===== src/rtl/data_mem_access_unit_pkg.sv =====
// Shared funct3 codes, FSM states and address helpers for the MEM-stage data access unit.
// Misalignment handling is selected by the MISALIGN_TRAP_EN macro in the top.
package data_mem_access_unit_pkg;

    localparam logic [2:0] F3_LB  = 3'b000;
    localparam logic [2:0] F3_LH  = 3'b001;
    localparam logic [2:0] F3_LW  = 3'b010;
    localparam logic [2:0] F3_LBU = 3'b100;
    localparam logic [2:0] F3_LHU = 3'b101;
    localparam logic [2:0] F3_SB  = 3'b000;
    localparam logic [2:0] F3_SH  = 3'b001;
    localparam logic [2:0] F3_SW  = 3'b010;

    typedef enum logic [1:0] {
        DMA_IDLE = 2'd0,
        DMA_BUS  = 2'd1,
        DMA_RESP = 2'd2
    } dma_state_e;

    function automatic logic f3_legal(input logic is_rd, input logic [2:0] f3);
        if (is_rd) begin
            return f3 inside {F3_LB, F3_LH, F3_LW, F3_LBU, F3_LHU};
        end
        return f3 inside {F3_SB, F3_SH, F3_SW};
    endfunction

    function automatic logic misaligned(input logic [2:0] f3, input logic [1:0] off);
        return ((f3[1:0] == 2'b01) && off[0]) || ((f3[1:0] == 2'b10) && (off != 2'b00));
    endfunction

    // Drops the low offset bits a half/word access cannot use.
    function automatic logic [1:0] align_off(input logic [2:0] f3, input logic [1:0] off);
        case (f3[1:0])
            2'b01:   return {off[1], 1'b0};
            2'b10:   return 2'b00;
            default: return off;
        endcase
    endfunction

endpackage


===== src/rtl/data_mem_access_unit_load_extend.sv =====
// Load data lane select and sign/zero extension.
// Purely combinational: bus word, byte offset and funct3 in, register value out.
import data_mem_access_unit_pkg::*;

module data_mem_access_unit_load_extend (
    input  logic [31:0] word,
    input  logic [1:0]  off,
    input  logic [2:0]  funct3,
    output logic [31:0] result
);

    logic [31:0] shifted;
    logic [7:0]  b;
    logic [15:0] h;

    always_comb begin
        shifted = word >> {off, 3'b000};
        b       = shifted[7:0];
        h       = off[1] ? word[31:16] : word[15:0];
        case (funct3)
            F3_LB:   result = {{24{b[7]}}, b};
            F3_LBU:  result = {24'h0, b};
            F3_LH:   result = {{16{h[15]}}, h};
            F3_LHU:  result = {16'h0, h};
            default: result = word;
        endcase
    end

endmodule


===== src/rtl/data_mem_access_unit.sv =====
// MEM-stage load/store unit: req/ack data bus master with byte enables and load extension.
// Define MISALIGN_TRAP_EN to report misaligned half/word accesses as errors instead of aligning them.
import data_mem_access_unit_pkg::*;

module data_mem_access_unit #(
    parameter int TIMEOUT = 16
) (
    input  logic        clk,
    input  logic        rst_n,
    input  logic        req_valid,
    input  logic        mem_read,
    input  logic        mem_write,
    input  logic [2:0]  funct3,
    input  logic [31:0] addr,
    input  logic [31:0] wdata,
    output logic        stall,
    output logic        rsp_valid,
    output logic [31:0] rsp_rdata,
    output logic        rsp_err,
    output logic        bus_req,
    output logic        bus_we,
    output logic [31:0] bus_addr,
    output logic [3:0]  bus_be,
    output logic [31:0] bus_wdata,
    input  logic        bus_ack,
    input  logic [31:0] bus_rdata
);

    localparam int CW = (TIMEOUT > 0) ? $clog2(TIMEOUT + 1) : 1;

    dma_state_e state_q, state_d;
    logic [CW-1:0] cnt_q, cnt_d, cnt_inc;
    logic        err_q, err_d;
    logic        is_rd_q, is_rd_d;
    logic [2:0]  f3_q, f3_d;
    logic [1:0]  off_q, off_d;
    logic [31:0] rdata_q, rdata_d;
    logic        bus_req_q, bus_req_d;
    logic        bus_we_q, bus_we_d;
    logic [31:0] bus_addr_q, bus_addr_d;
    logic [3:0]  bus_be_q, bus_be_d;
    logic [31:0] bus_wdata_q, bus_wdata_d;

    logic        accept;
    logic        bad;
    logic [1:0]  off_in;
    logic [3:0]  be_in;
    logic [31:0] wd_in;
    logic [31:0] ext;

`ifdef MISALIGN_TRAP_EN
    assign off_in = addr[1:0];
    assign bad    = !f3_legal(mem_read, funct3) || misaligned(funct3, addr[1:0]);
`else
    assign off_in = align_off(funct3, addr[1:0]);
    assign bad    = !f3_legal(mem_read, funct3);
`endif

    assign accept = (state_q == DMA_IDLE) && req_valid && (mem_read || mem_write);
    assign cnt_inc = (&cnt_q) ? cnt_q : cnt_q + 1'b1;

    // Store lanes are replicated so the slave just honours bus_be.
    always_comb begin
        case (funct3[1:0])
            2'b00: begin
                be_in = 4'b0001 << off_in;
                wd_in = {4{wdata[7:0]}};
            end
            2'b01: begin
                be_in = off_in[1] ? 4'b1100 : 4'b0011;
                wd_in = {2{wdata[15:0]}};
            end
            default: begin
                be_in = 4'b1111;
                wd_in = wdata;
            end
        endcase
    end

    always_comb begin
        state_d     = state_q;
        cnt_d       = cnt_q;
        err_d       = err_q;
        is_rd_d     = is_rd_q;
        f3_d        = f3_q;
        off_d       = off_q;
        rdata_d     = rdata_q;
        bus_req_d   = bus_req_q;
        bus_we_d    = bus_we_q;
        bus_addr_d  = bus_addr_q;
        bus_be_d    = bus_be_q;
        bus_wdata_d = bus_wdata_q;
        case (state_q)
            DMA_IDLE: begin
                if (accept) begin
                    is_rd_d = mem_read;
                    f3_d    = funct3;
                    off_d   = off_in;
                    rdata_d = 32'h0;
                    cnt_d   = '0;
                    err_d   = bad;
                    if (bad) begin
                        state_d = DMA_RESP;
                    end else begin
                        state_d     = DMA_BUS;
                        bus_req_d   = 1'b1;
                        bus_we_d    = !mem_read;
                        bus_addr_d  = {addr[31:2], 2'b00};
                        bus_be_d    = be_in;
                        bus_wdata_d = mem_read ? 32'h0 : wd_in;
                    end
                end
            end
            DMA_BUS: begin
                if (bus_ack) begin
                    rdata_d = bus_rdata;
                    state_d = DMA_RESP;
                end else if ((TIMEOUT != 0) && (cnt_inc == CW'(TIMEOUT))) begin
                    err_d   = 1'b1;
                    state_d = DMA_RESP;
                end else begin
                    cnt_d = cnt_inc;
                end
                if (state_d == DMA_RESP) begin
                    bus_req_d   = 1'b0;
                    bus_we_d    = 1'b0;
                    bus_be_d    = 4'h0;
                    bus_wdata_d = 32'h0;
                end
            end
            DMA_RESP: state_d = DMA_IDLE;
            default:  state_d = DMA_IDLE;
        endcase
    end

    always_ff @(posedge clk or negedge rst_n) begin
        if (!rst_n) begin
            state_q     <= DMA_IDLE;
            cnt_q       <= '0;
            err_q       <= 1'b0;
            is_rd_q     <= 1'b0;
            f3_q        <= 3'h0;
            off_q       <= 2'h0;
            rdata_q     <= 32'h0;
            bus_req_q   <= 1'b0;
            bus_we_q    <= 1'b0;
            bus_addr_q  <= 32'h0;
            bus_be_q    <= 4'h0;
            bus_wdata_q <= 32'h0;
        end else begin
            state_q     <= state_d;
            cnt_q       <= cnt_d;
            err_q       <= err_d;
            is_rd_q     <= is_rd_d;
            f3_q        <= f3_d;
            off_q       <= off_d;
            rdata_q     <= rdata_d;
            bus_req_q   <= bus_req_d;
            bus_we_q    <= bus_we_d;
            bus_addr_q  <= bus_addr_d;
            bus_be_q    <= bus_be_d;
            bus_wdata_q <= bus_wdata_d;
        end
    end

    data_mem_access_unit_load_extend u_ext (
        .word   (rdata_q),
        .off    (off_q),
        .funct3 (f3_q),
        .result (ext)
    );

    assign stall     = accept || (state_q == DMA_BUS);
    assign rsp_valid = (state_q == DMA_RESP);
    assign rsp_err   = rsp_valid && err_q;
    assign rsp_rdata = (rsp_valid && !err_q && is_rd_q) ? ext : 32'h0;
    assign bus_req   = bus_req_q;
    assign bus_we    = bus_we_q;
    assign bus_addr  = bus_addr_q;
    assign bus_be    = bus_be_q;
    assign bus_wdata = bus_wdata_q;

endmodule


===== config.mk =====
export PLATFORM = sky130hd
export DESIGN_NAME = data_mem_access_unit
export DESIGN_NICKNAME = d
export VERILOG_FILES = /design/src/rtl/data_mem_access_unit_pkg.sv /design/src/rtl/data_mem_access_unit_load_extend.sv /design/src/rtl/data_mem_access_unit.sv
export SDC_FILE = /design/constraint.sdc
export NUM_CORES = 1
export LEC_CHECK = 0
export CORE_UTILIZATION = 49
export CTS_CLUSTER_DIAMETER = 120
export DETAILED_ROUTE_END_ITERATION = 16
export PLACE_DENSITY = 0.84
export SYNTH_ARGS = -nofsm -noshare
export SYNTH_HDL_FRONTEND = slang
export SYNTH_HIERARCHICAL = 1
export SYNTH_SLANG_ARGS = --single-unit

===== constraint.sdc =====
create_clock -name clk -period 3 [get_ports clk]
set_input_delay 0.45 -clock clk [delete_from_list [all_inputs] [get_ports clk]]
set_output_delay 0.45 -clock clk [all_outputs]
set_load 0.05 [all_outputs]

# Word level (Yosys, flattened, before mapping)
# Cells that the tools add are included.
# totals
ff_bits	114
in_bits	105
output_inout_bits	105
elab_cells	103
# classes
n_addsub	1
n_eq_ne	20
n_shift	2
n_mux	44
reduce_logical	24
# ops
op	n
2-to-1 mux 32 bit	7
case mux 32 bit (2 select lines)	3
case mux 32 bit (4 select lines)	1
right shift 32 x 5 -> 8 bit	1
2-to-1 mux 5 bit	4
2-to-1 mux 16 bit	1
2-to-1 mux 4 bit	4
case mux 4 bit (2 select lines)	2
!= test 2 bit (second input constant)	7
equality test 3 bit (second input constant)	4
AND reduction 4 bit	3
2-to-1 mux 1 bit	11
2-to-1 mux 2 bit	5
case mux 5 bit (2 select lines)	1
case mux 2 bit (2 select lines)	2
equality test 2 bit (second input constant)	3
equality test 3 x 1 -> 1 bit (second input constant)	2
logical NOT 3 bit	2
case mux 1 bit (2 select lines)	3
AND reduction 3 bit	2
adder 5 x 1 -> 5 bit (second input constant)	1
equality test 5 bit (second input constant)	1
logical AND 1 bit	5
AND reduction 5 bit	1
other kinds (10)	15

# Logic depth before layout (Yosys ltp)
# Gate-level depths: netlist of run 1.
# logic_depth
depth_word	9
depth_mapped	8
ltp_nobuf	7

# Cells and area by module
# Netlist of run 1, hierarchy kept.
# modules_own_cells
module	instances	cells_each	area_per_inst_um2	seq_area_each_um2
data_mem_access_unit	1	520	5350.1	2852.7
data_mem_access_unit_load_extend	1	109	628.1	0.0

# Least setup slack after synthesis of run 1
# Ideal clock, no wire load.
# synth_timing
kind	register -> output
start	register state_q[0]
end	output port rsp_rdata[10]
t_arrival_ps	2146
t_required_ps	2550
slack_ps	404
stages_incl_launch_ff	5
path_buffers	1
path_cell_list	dfrtp_1 -> nor2b_1 -> and3b_1 -> clkbuf_1 -> and2_1
# synth_via
elab_chain_cells	4
# synth_lines
element	line_no	source
start, declared	data_mem_access_unit.sv:31	dma_state_e state_q, state_d;
start signal, assigned	data_mem_access_unit.sv:151	state_q <= state_d;
equality test 2 bit	data_mem_access_unit.sv:174	assign rsp_valid = (state_q == DMA_RESP);
named net rsp_valid	data_mem_access_unit.sv:17	output logic rsp_valid,
logical AND 1 bit (2 in series)	data_mem_access_unit.sv:176	assign rsp_rdata = (rsp_valid && !err_q && is_rd_q) ? ext : 32'h0;
2-to-1 mux 32 bit	data_mem_access_unit.sv:176	
end, declared	data_mem_access_unit.sv:18	output logic [31:0] rsp_rdata,
# The timed path passes the listed nets, and every way through them passes these cells.

# Final worst setup path of run 1
# layout_timing
start	register rdata_q[23]
end	output port rsp_rdata[26]
# layout_via
elab_chain_cells	3
# layout_lines
element	line_no	source
start, declared	data_mem_access_unit.sv:37	logic [31:0] rdata_q, rdata_d;
start signal, assigned	data_mem_access_unit.sv:157	rdata_q <= rdata_d;
right shift 32 x 5 -> 8 bit	data_mem_access_unit_load_extend.sv:17	shifted = word >> {off, 3'b000};
case mux 32 bit (4 select lines)	data_mem_access_unit_load_extend.sv:20	case (funct3)
named net ext[26]	data_mem_access_unit.sv:49	logic [31:0] ext;
2-to-1 mux 32 bit	data_mem_access_unit.sv:176	
# The timed path passes the listed nets, and every way through them passes these cells.

==> results of run 1 <==
## critical path: cells and delay by family, from the launching register on
kind	cells	cell delay, ps
AOI/OAI and AO/OA	1	380
and+or+nand+nor	3	460
DFF	1	440
buffers and inverters	1	190
muxes	1	550
## placed cells by master, fill, tap and decap left out, types with 11 or more instances in the layout
master,synthesis,routed
clkdlybuf4s50_1,0,173
nand2_1,169,169
dfrtp_1,114,114
mux2_2,59,59
buf_4,2,47
o21ai_0,45,45
and2_1,33,33
a21oi_1,30,29
inv_1,18,18
clkbuf_16,0,17
nor2_1,16,15
mux2i_1,13,13
mux2_4,11,11
## metal layers
metal | global-route usage | routed length (um) | up-vias
li1 | - | - | 2540
met5 | 0 | 0 | -
met2 | 0.506 | 8960 | 276
met4 | 0.110 | 410 | 0
met3 | 0.0950 | 1460 | 35
met1 | 0.334 | 7150 | 2574
## cell type report
type / count / area (um^2)
Sequential cell: 114 / 2850
Clock buffer: 20 / 457
Timing Repair Buffer: 229 / 2260
Clock inverter: 11 / 136
Fill cell: 774 / 2810
Multi-Input combinational cell: 458 / 2900
Tap cell: 143 / 179
Inverter: 18 / 67.6
## metrics by stage
step | instances | power, mW | area (um^2)
6_report | 993 | 9.72 | 8850
5_1_grt | 993 | 10.2 | 8850
4_1_cts | 993 | 9.74 | 8850
3_5_place_dp | 962 | 7.68 | 8260
3_3_place_gp | 962 | 7.53 | 8260
2_1_floorplan | 630 | 5.93 | 5980
## worst min-delay path by stage
stage,slack [ps],to,cells after the start,startpoint
after global routing,180,bus_addr[18],1,rst_n
final,130,bus_addr[18],1,rst_n
after detailed placement,490,rdata_q[6],2,rdata_q[6]
after floorplan,150,bus_addr[10],0,rst_n
after CTS,140,bus_addr[30],1,rst_n
after global placement,480,rdata_q[6],2,rdata_q[6]
## registers in the layout, indices dropped and copies added, names as in the netlist
name	count
f3_q	3
state_q	2
bus_we	1
cnt_q	5
bus_wdata	32
err_q	1
bus_req	1
off_q	2
rdata_q	32
bus_be	4
is_rd_q	1
bus_addr	30
## cells by family after synthesis
logic type / after synthesis / synth area share
adders and majority gates: 4 / 0.00837
muxes: 84 / 0.164
DFF: 114 / 0.477
AOI/OAI and AO/OA: 115 / 0.115
and+or+nand+nor: 253 / 0.190
buffers and inverters: 58 / 0.0444
other: 1 / 0.000627
## power by group through the flow
stage	registers, mW	clock network [mW]	logic, mW
final	2.72	2.02	4.99
after global routing	2.78	2.12	5.25
after CTS	2.71	2.04	4.99
after detailed placement	2.72	0	4.96
after global placement	2.68	0	4.85
after floorplan	4.09	0	1.84
==> flow_summary.yaml, run 1 <==
critical_path:
  critical_path_required_ps: 2550
  path_class: "reg2out"
  startpoint_type: "flip-flop"
  rr_worst_depth: 7
  cp_cell_sequence: "mux4_2 -> nor3b_4 -> o21bai_4 -> nand2_1 -> and2_1 -> buf_4"
  critPathMaxFanout: 16
  max_stage_delay_ps: 550
  setup.worst_path.end: "rsp_rdata[26]"
  regToRegStartpoint: "cnt_q[1]"
  r2r_end: "bus_wdata[9]"
  startpoint: "rdata_q[23]"
  ff2ff_setup_slack_ps: 720
  slowest_stage: "mux4_2"
  arrival_ps: 2430
  end_kind: "output pin"
flow_run:
  drv_cap: 0
synthesis:
  synth.most_common_cell: "nand2_1"
  ys_warn_count: 6
  synth_area_leader_cell: "dfrtp_1"
  avgSynthCellArea_um2: 9.50
  synthCells: 629
  ys_top_cells_by_count: "169 x nand2_1, 114 x dfrtp_1, 59 x mux2_2, 45 x o21ai_0, 33 x and2_1"
  synthesis.area_mm2: 0.00598
  async_flop_share: 1.00
  synth-edff-count: 0
  seq_area_frac_synth: 0.477
  yosys.area.top_type_share: 0.477
  synth_area_leaders: "dfrtp_1 48%, mux2_2 11%, nand2_1 11%"
  synth_seq_cells: 114
  yosysUniqueCellTypes: 49
  synth-main-ff-cell: "dfrtp_1"
sta:
  clock_skew_ps: 9.91
  period_needed_ps: 2880
  slew_viol_final: 0
  whs_ps: 133
  relSlewSlack: 0.458
  finalWorstSetupSlack_ps: 120
  finalSetupTns_ps: 0
  finalCritPeriodShare: 0.960
  max_freq_mhz: 347
  hold_violations: 0
  rsz0062_at_grt: "false"
  setup_viol: 0
  worst_slew_pin_slew_ps: 813
outcome:
  status: "completed"
layout:
  drive_gt1_frac: 0.196
  diodes: 0
  area_delta_synth_final_pct: 48.1
  final_nets: 947
  final_util: 0.759
clock_network:
  cts_tree: "built"
  ctsLongestPathBuffers: 2
  cts_setup_buffers: 0
  root_buffer: "clkbuf_16"
  cts_resized: 0
  htree_levels: 4
  clkTransAtPathRegs_ps: 50
  cts_made_buffers: 17
  clock_latency_ps: 410
  clock_sinks: 114
  hold_buffers: 0
route:
  dr_total_vias: 5425
  via_per_inst: 5.46
  dr.pass1.iters: 5
  avgRoutedWirePerCell_um: 18.1
  totalWireLength_um: 18000
  antenna_left: 0
  drcViolationCount: 0
  drt_iter0_markers: 379
placement:
  hpwl_um: 13300
  portBuffers: 207
  dp_slack_ps: 247
  gp_congestion: 0.921
floorplanning:
  std_cell_rows: 39
  start_util: 0.513
  io_pins: 210
  core_area_mm2: 0.0117
  dieArea_mm2: 0.0126
  die_w_um: 112
  die_h_um: 112
pwr:
  power.share.switching: 0.440
  internal_power_mw: 5.44
  p_per_area_mw_per_mm2: 1100
  seqPwrFrac: 0.279
  ir_drop_mv: 0.894
  p_sw_mw: 4.28
  power.share.combinational: 0.513
  p_leak_nw: 3.98
  pwr-share-clk: 0.208
grt:
  antenna_found_initial: 0
  grt_overflow: 0
  grt_pass1_vias: 5608
  grt_max_degree: 65
  grt_pass1_wl_um: 28400
  grt_usage: 0.291
hold_path:
  hp-class: "in2async"
No activity file was read; power rests on OpenSTA's default activity.
==> inputs of run 2 (changes only) <==
--- a/config.mk
+++ b/config.mk
@@ -8,6 +8,7 @@
 export CORE_UTILIZATION = 49
 export CTS_CLUSTER_DIAMETER = 120
 export DETAILED_ROUTE_END_ITERATION = 16
+export GPL_ROUTABILITY_DRIVEN = 0
 export PLACE_DENSITY = 0.84
 export SYNTH_ARGS = -nofsm -noshare
 export SYNTH_HDL_FRONTEND = slang
==> run 2 against run 1 <==
First-iteration DRC count up 3.2%. Core utilization about the same. Flip-flop and latch count unchanged. Sequential share of layout area about the same. Maximum frequency up 1.1%. Critical endpoint is now rsp_rdata[23]. Routed wire length down 3.1%. Register-to-register slack about the same. Largest cell class unchanged. Largest power group unchanged. Critical path depth unchanged. Critical path type unchanged. Cell area about the same. Total power down 0.16%. Worst hold slack worse by 70 ps. Highest routed layer unchanged.
==> flow_summary.yaml, run 2 (synthesis gave the netlist of run 1 again) <==
critical_path:
  path_class: "reg2out"
  critPathMaxFanout: 16
  end_kind: "output pin"
  critical_path_required_ps: 2550
  arrival_ps: 2400
  startpoint_type: "flip-flop"
sta:
  finalSetupTns_ps: 0
  rsz0062_at_grt: "false"
  clock_skew_ps: 8.88
  setup_viol: 0
  worst_slew_pin_slew_ps: 665
  relSlewSlack: 0.557
  hold_violations: 0
  max_freq_mhz: 351
  finalCritPeriodShare: 0.950
  whs_ps: 62.6
  slew_viol_final: 0
  period_needed_ps: 2850
floorplanning:
  core_area_mm2: 0.0117
  std_cell_rows: 39
  die_h_um: 112
  io_pins: 210
  dieArea_mm2: 0.0126
  start_util: 0.513
  die_w_um: 112
clock_network:
  clock_latency_ps: 410
  cts_resized: 0
  clock_sinks: 114
  cts_tree: "built"
  htree_levels: 4
  hold_buffers: 0
  cts_setup_buffers: 0
  root_buffer: "clkbuf_16"
  clkTransAtPathRegs_ps: 50
  ctsLongestPathBuffers: 2
  cts_made_buffers: 17
grt:
  grt_pass1_wl_um: 28300
  grt_overflow: 0
  antenna_found_initial: 0
  grt_usage: 0.291
  grt_pass1_vias: 5552
  grt_max_degree: 65
layout:
  drive_gt1_frac: 0.195
  area_delta_synth_final_pct: 48.2
  filler_cell_count: 764
  final_nets: 944
  mostFrequentLayoutCell: "clkdlybuf4s50_1"
  final_cell_mix: "173 x clkdlybuf4s50_1, 169 x nand2_1, 114 x dfrtp_1, 59 x mux2_2, 45 x o21ai_0"
  diodes: 0
pwr:
  p_total_mw: 9.71
  p_per_area_mw_per_mm2: 1100
  p_leak_nw: 3.98
  ir_drop_mv: 0.957
route:
  drcViolationCount: 0
  via_per_inst: 5.51
  dr.pass1.iters: 5
  avgRoutedWirePerCell_um: 17.6
  antenna_left: 0
  drt_iter0_markers: 391
  dr_total_vias: 5453
  totalWireLength_um: 17400
hold_path:
  hp-class: "in2async"
flow_run:
  drv_cap: 0
placement:
  portBuffers: 207
  hpwl_um: 12700
outcome:
  status: "completed"
run 2: cell types whose count changed in the layout (fill, tap and decap cells not counted), sizes merged:
cell,change
buf,-3
clkinv,-2
clkbuf,+3
bufinv,-1
run 2: final timing paths:
| path | from | endpoint | slack (ps) | depth (start not counted) |
|---|---|---|---|---|
| worst max-delay path | rdata_q[23] | rsp_rdata[23] | 150 | 6 |
| worst min-delay path | rst_n | bus_wdata[12] | 60 | 1 |
| worst max register to register | cnt_q[1] | bus_wdata[2] | 730 | 8 |
| worst min register to register | bus_req | bus_req | 490 | 1 |
| max in group asynchronous | rst_n | bus_addr[10] | 2160 | 2 |
| min in group clk | bus_req | bus_req | 490 | 1 |
run 2: per-stage QoR:
stage,utilization,setup WS [ps],std cells,cell area (um^2)
floorplan,-,404,630,5980
global placement,0.707,310,959,8250
detailed placement,0.707,222,959,8250
CTS,0.759,127,990,8860
global route,0.759,9.46,990,8860
finish,0.759,150,990,8860
run 2: critical path, cell delays in order (launching register included):
cell and delay [ps]:
dfrtp_1 440, mux4_2 560, nor3b_4 190, o21bai_4 360
nand2_1 100, and2_1 160, buf_4 180
run 2: where the power goes:
| part | internal, mW | switching (mW) | leakage, nW |
|---|---|---|---|
| logic | 1.89 | 3.03 | 2.21 |
| clock network | 1.35 | 0.691 | 0.301 |
| registers | 2.21 | 0.538 | 1.46 |
| total | 5.45 | 4.26 | 3.98 |
run 2: final cells by class:
type / count / area (um^2) / share of cell area
clock inverters: 8 / 100 / 0.0113
inverters: 18 / 67.6 / 0.00763
flip-flops and latches: 114 / 2850 / 0.322
multi-input cells: 458 / 2900 / 0.327
well taps: 143 / 179 / 0.0202
clock buffers: 23 / 508 / 0.0574
repair buffers: 226 / 2250 / 0.255
run 2: metal layers:
metal / track usage / up-vias / part of all wire
li1: - / 2528 / -
met1: 0.348 / 2591 / 0.40
met2: 0.487 / 290 / 0.49
met3: 0.0837 / 44 / 0.078
met4: 0.140 / 0 / 0.034
met5: 0 / - / 0
